File: src/rtl/mem_ctrl_fsm.sv
// Sequences radix-16 FFT memory passes: reads every group per stage, then drains the write-back pipe.
// Latency: write-back for a group follows its read by PIPE_LAT un-held cycles; done follows the last drain cycle.
// Backpressure: hold freezes all state and masks the strobes; start is accepted only in IDLE without hold.
module mem_ctrl_fsm #(
  parameter int MA_W     = 8,
  parameter int N_STAGE  = 3,
  parameter int PIPE_LAT = 4
) (
  input  logic            clk,
  input  logic            rst,
  input  logic            start,
  input  logic            hold,
  output logic            busy,
  output logic            done,
  output logic            r_enable,
  output logic [MA_W-1:0] rd_MA,
  output logic [3:0]      rd_rot,
  output logic            w_enable,
  output logic [MA_W-1:0] wr_MA,
  output logic [3:0]      wr_rot,
  output logic [3:0]      stage_idx,
  output logic            LAST_STAGE
);

  // Number of base-16 digits in a group address; the top digit is zero-extended.
  localparam int ND    = (MA_W + 3) / 4;
  localparam int CNT_W = (PIPE_LAT > 1) ? $clog2(PIPE_LAT) : 1;

  localparam logic [MA_W-1:0]  G_LAST     = '1;
  localparam logic [3:0]       STAGE_LAST = 4'(N_STAGE - 1);
  localparam logic [CNT_W-1:0] DRAIN_LAST = CNT_W'(PIPE_LAT - 1);

  typedef enum logic [1:0] {
    S_IDLE  = 2'd0,
    S_READ  = 2'd1,
    S_DRAIN = 2'd2,
    S_DONE  = 2'd3
  } state_t;

  state_t           state;
  logic [MA_W-1:0]  g_q;
  logic [MA_W-1:0]  g_next;
  logic [3:0]       rot_q;
  logic [3:0]       stage_q;
  logic [CNT_W-1:0] drain_cnt;
  logic             r_en_q;
  logic             busy_q;
  logic             done_q;

  // Write-back delay line, one entry per pipeline stage of the datapath.
  logic [PIPE_LAT-1:0]           sr_en;
  logic [PIPE_LAT-1:0]           sr_last;
  logic [PIPE_LAT-1:0][MA_W-1:0] sr_ma;
  logic [PIPE_LAT-1:0][3:0]      sr_rot;

  // Bank rotation: modulo-16 sum of the address digits spreads each butterfly across all banks.
  function automatic logic [3:0] digit_sum(input logic [MA_W-1:0] a);
    logic [4*ND-1:0] e;
    logic [3:0]      s;
    e          = '0;
    e[MA_W-1:0] = a;
    s          = '0;
    for (int i = 0; i < ND; i++) begin
      s = s + e[4*i +: 4];
    end
    return s;
  endfunction

  assign g_next = g_q + 1'b1;

  // Main sequencer: stage/group counters, drain timer and registered read-side outputs.
  always_ff @(posedge clk or posedge rst) begin
    if (rst) begin
      state     <= S_IDLE;
      g_q       <= '0;
      rot_q     <= '0;
      stage_q   <= '0;
      drain_cnt <= '0;
      r_en_q    <= 1'b0;
      busy_q    <= 1'b0;
      done_q    <= 1'b0;
    end else if (!hold) begin
      unique case (state)
        S_IDLE: begin
          if (start) begin
            state   <= S_READ;
            g_q     <= '0;
            rot_q   <= '0;
            stage_q <= '0;
            r_en_q  <= 1'b1;
            busy_q  <= 1'b1;
          end
        end
        S_READ: begin
          if (g_q == G_LAST) begin
            state     <= S_DRAIN;
            g_q       <= '0;
            rot_q     <= '0;
            r_en_q    <= 1'b0;
            drain_cnt <= '0;
          end else begin
            g_q   <= g_next;
            rot_q <= digit_sum(g_next);
          end
        end
        S_DRAIN: begin
          if (drain_cnt == DRAIN_LAST) begin
            if (stage_q != STAGE_LAST) begin
              state   <= S_READ;
              stage_q <= stage_q + 1'b1;
              r_en_q  <= 1'b1;
            end else begin
              state   <= S_DONE;
              stage_q <= '0;
              busy_q  <= 1'b0;
              done_q  <= 1'b1;
            end
          end else begin
            drain_cnt <= drain_cnt + 1'b1;
          end
        end
        S_DONE: begin
          state  <= S_IDLE;
          done_q <= 1'b0;
        end
        default: state <= S_IDLE;
      endcase
    end
  end

  // Delay line: captures each read slot; idle slots carry all-zero fields so taps read 0 when not writing.
  always_ff @(posedge clk or posedge rst) begin
    if (rst) begin
      sr_en   <= '0;
      sr_last <= '0;
      sr_ma   <= '0;
      sr_rot  <= '0;
    end else if (!hold) begin
      for (int i = PIPE_LAT - 1; i > 0; i--) begin
        sr_en[i]   <= sr_en[i-1];
        sr_last[i] <= sr_last[i-1];
        sr_ma[i]   <= sr_ma[i-1];
        sr_rot[i]  <= sr_rot[i-1];
      end
      sr_en[0]   <= r_en_q;
      sr_last[0] <= r_en_q & (stage_q == STAGE_LAST);
      sr_ma[0]   <= r_en_q ? g_q : '0;
      sr_rot[0]  <= r_en_q ? rot_q : '0;
    end
  end

  // Strobes are masked by hold in the same cycle; addresses simply keep their registered values.
  assign r_enable   = r_en_q & ~hold;
  assign done       = done_q & ~hold;
  assign busy       = busy_q;
  assign rd_MA      = g_q;
  assign rd_rot     = rot_q;
  assign stage_idx  = stage_q;
  assign w_enable   = sr_en[PIPE_LAT-1] & ~hold;
  assign wr_MA      = sr_ma[PIPE_LAT-1];
  assign wr_rot     = sr_rot[PIPE_LAT-1];
  assign LAST_STAGE = sr_last[PIPE_LAT-1];

endmodule

File: config.mk
export PLATFORM = sky130hd
export DESIGN_NAME = mem_ctrl_fsm
export DESIGN_NICKNAME = d
export VERILOG_FILES = /design/src/rtl/mem_ctrl_fsm.sv
export SDC_FILE = /design/constraint.sdc
export NUM_CORES = 1
export LEC_CHECK = 0
export ABC_AREA = 1
export BUFFER_PORTS_ARGS = -buffer_cell sky130_fd_sc_hd__clkbuf_2
export CAP_MARGIN = 5
export CORE_MARGIN = 5
export CORE_UTILIZATION = 35
export CTS_CLUSTER_DIAMETER = 120
export CTS_CLUSTER_SIZE = 40
export DETAILED_ROUTE_END_ITERATION = 8
export GPL_TIMING_DRIVEN = 0
export HOLD_SLACK_MARGIN = 0.05
export PLACE_DENSITY = 0.52
export SLEW_MARGIN = 20
export SYNTH_ARGS = -nofsm -noshare
export SYNTH_HDL_FRONTEND = slang
export SYNTH_SLANG_ARGS = --single-unit
File: constraint.sdc
create_clock -name clk -period 5.4 [get_ports clk]
set_clock_uncertainty 0.1 [all_clocks]
set_input_delay 1.62 -clock clk [delete_from_list [all_inputs] [get_ports clk]]
set_output_delay 1.62 -clock clk [all_outputs]
set_load 0.01 [all_outputs]
==> impl_metrics.tcl <==
set metrics [dict create \
    run_status "finished, final reports clean" \
    syn_area_sq_mm 0.00353 \
    synth_compound_area_frac 0.0897 \
    die_x_um 110 \
    worst_pin_slew_ns 0.443 \
    rsz0062_at_grt "no" \
    cts_inserted_buffers 9 \
    grt_pass1_wl_mm 12.3 \
    synth_simple_gate_area_frac 0.214 \
    io_pins 37 \
    critPathBufInv 4 \
    hp-start "sr_rot[9]$_DFFE_PP0N_" \
    avgSynthCellArea_sq_um 8.73 \
    cts_root_buf "clkbuf_8" \
    rr_startpoint "rd_MA[0]$_DFFE_PP0P_" \
    fp.dieH_um 110 \
    cts.sinks 79 \
    final_antenna_net_count 0 \
    path_clk_slew_ns 0.08 \
    synth_mux_area_frac 0 \
    synth_warnings 0 \
    slowest_stage "buf_2" \
    grt_overflow_total 0 \
    synth_cell_type_count 26 \
    power_density_mw_per_mm2 370 \
    hold_class "reg2reg" \
    finalSetupViolations 0 \
    peakVddDrop_mv 0.106 \
    first_iter_violations 90 \
    tns_ns 0 \
    synth.net_count 416 \
    dieArea_sq_mm 0.0122 \
    cts_buffer_depth 2 \
    synthXorXnorAreaFrac 0.00745 \
    drive_gt1_frac 0.197 \
    placedCellCount 573 \
    nets 463 \
    grt_start_max_net_pins 50 \
    slew_violations 0 \
    synth_top_area_frac 0.560 \
    path_cells "buf_2 > buf_2 > buf_2 > nor2_1 > clkbuf_2" \
    slew_headroom 0.705 \
    fin_crit_sh 0.774 \
    antenna_cells 0 \
    synthCells 404 \
    yosysTopAreaCell "dfrtp_1" \
    synth_top_family_by_area "simple AND/OR/NAND/NOR gates" \
    portBuffers 35 \
    synth_fa_ha_area_frac 0.0305 \
    hold_viol 0 \
    p_total_uw 1510 \
    clk_latency_ns 0.35 \
    finalInstanceArea_sq_mm 0.00408 \
    wl_per_cell_um 11.7 \
    drt_pass1_iterations 4 \
    final_cell_count_no_fill 589 \
    cts_setup_buffers 0 \
    final_util 0.415 \
    vias_per_cell 4.41 \
    reg2reg_depth 16 \
    wirelength_mm 6.90 \
    fmax_mhz 239 \
    regArea_sq_mm 0.00198 \
    rows 36 \
    min_delay_path_depth 2 \
    cts_tree "yes" \
    dp_hpwl_mm 5.15 \
    grt_usage 0.119 \
    cap_violations 0 \
    n_fill_cell 1075 \
    endpoint_kind "output port" \
    cp-startpoint "hold" \
    required_ns 3.68 \
    critPathTopFamily "buffers and inverters" \
    place_area_sq_mm 0.00390 \
    drc 0 \
    start_util 0.359 \
    crit_cells 5 \
    p_leak_uw 0.00215 \
    cpPeakStageDelay_ns 0.25 \
    hold_buffers 0 \
    cts_max_level 3 \
    finalWorstPathRequiredPeriod_ns 4.18 \
    cp.arrival_ns 2.46 \
    worstSetupPathType "in2out" \
    via_count 2599 \
    antenna_found_initial 0 \
    worstPathMaxFanout 10 \
    worst_setup_path_start_kind "input pin" \
    ys_seq_area_frac 0.560 \
    ys_top_cells_by_area "dfrtp_1 56%, nand2_1 15%, inv_1 4.8%, o21ai_0 3.3%, o22ai_1 3.2%" \
    post_cts_resized 0 \
    cp_common_cell "buf_2" \
    multi_input_area_sq_mm 0.00121 \
    ys_ff_latch 79 \
    core_area_sq_mm 0.00982 \
    syn2layout_area_growth_pct 15.6 \
    place_congestion 0.814 \
    grt_pass1_vias 2642 \
]
==> metal layers <==
layer | vias up | wire length, um | part of all wire | track usage
met3 | 6 | 246 | 0.036 | 0.0334
met2 | 32 | 3260 | 0.47 | 0.195
met1 | 1212 | 3320 | 0.48 | 0.152
li1 | 1349 | - | - | -
met4 | 0 | 78 | 0.011 | 0.0402
met5 | - | 0 | 0 | 0
==> metrics by stage <==
stage                     hold slack, ns  worst slack [ns]
after floorplan                    0.342              1.41
after global placement             0.353             0.673
after detailed placement           0.353              1.20
after CTS                          0.377              1.19
after global routing               0.406              1.15
final                              0.373              1.22
==> area by class of cell <==
class                           instances  share of cell area
Tap cell                              133              0.0408
Timing Repair Buffer                   36              0.0497
Multi-Input combinational cell        248               0.296
Clock inverter                          7              0.0135
Clock buffer                            9              0.0304
Inverter                               52              0.0491
Buffer                                 25              0.0362
Sequential cell                        79               0.485
==> layout by cell type, fill, tap and decap left out, types with 9 or more instances in the layout <==
cell | netlist | routed
nand2_1 | 141 | 141
dfrtp_1 | 79 | 79
inv_1 | 45 | 44
clkbuf_2 | 0 | 35
o21ai_0 | 23 | 23
o22ai_1 | 18 | 18
o21ai_1 | 14 | 14
nand3_1 | 12 | 12
nor2_1 | 12 | 12
buf_4 | 12 | 12
clkbuf_8 | 0 | 9
==> final timing paths <==
kind                                           to  slack, ns
setup / recovery                         w_enable       1.22
hold / removal              wr_rot[1]$_DFFE_PP0N_       0.37
setup reg to reg            rd_rot[3]$_DFFE_PP0P_       3.17
hold reg to reg             wr_rot[1]$_DFFE_PP0N_       0.37
max in group asynchronous    sr_ma[2]$_DFFE_PP0N_       3.48
min in group asynchronous  sr_last[3]$_DFFE_PP0N_       1.15
==> logic make-up after synthesis <==
logic type	count (synthesis)
compound gates	58
buf+inv	77
fa+ha+maj	8
xor+xnor	3
simple gates	179
flops	79
==> synthesized netlist by cell type <==
cell / number
o22ai_1: 18
o21ai_1: 14
inv_1: 45
xor2_1: 2
xnor2_1: 1
nand4_1: 3
a21oi_1: 2
buf_1: 1
nand3_4: 1
o21ai_0: 23
nand3_2: 2
buf_4: 12
or2_0: 1
buf_2: 7
nor2_4: 3
clkbuf_1: 5
inv_4: 1
fa_1: 1
inv_2: 6
dfrtp_1: 79
nand3_1: 12
nor2_1: 12
nand2_1: 141
nand2_2: 4
a21oi_2: 1
ha_1: 7
==> registers in the layout, summed over array words and instances (netlist names), 2 cells and up <==
| signal | cells |
|---|---|
| sr_last | 4 |
| wr_MA | 8 |
| sr_rot | 12 |
| sr_en | 4 |
| rd_MA | 8 |
| drain_cnt | 2 |
| rd_rot | 4 |
| state | 2 |
| wr_rot | 4 |
| stage_idx | 4 |
| sr_ma | 24 |
==> power breakdown <==
group / internal (uW) / total [uW] / switching, uW
Sequential: 680 / 752 / 71.9
Combinational: 134 / 354 / 221
Clock: 172 / 403 / 232
==> worst reg2reg max path, cell delays in order (launching register included) <==
cell     delay, ns
dfrtp_1       0.45
ha_1          0.23
nand2_2       0.09
nor2_4        0.14
inv_1         0.06
o21ai_1       0.11
nand2_1       0.09
inv_1         0.07
ha_1          0.25
nand2_1       0.10
nand2_1       0.05
nor2_1        0.09
nand2_1       0.07
nand2_1       0.06
nand2_1       0.04
nand3_1       0.08
nand2_1       0.05
(Power assumes the default switching activity.)
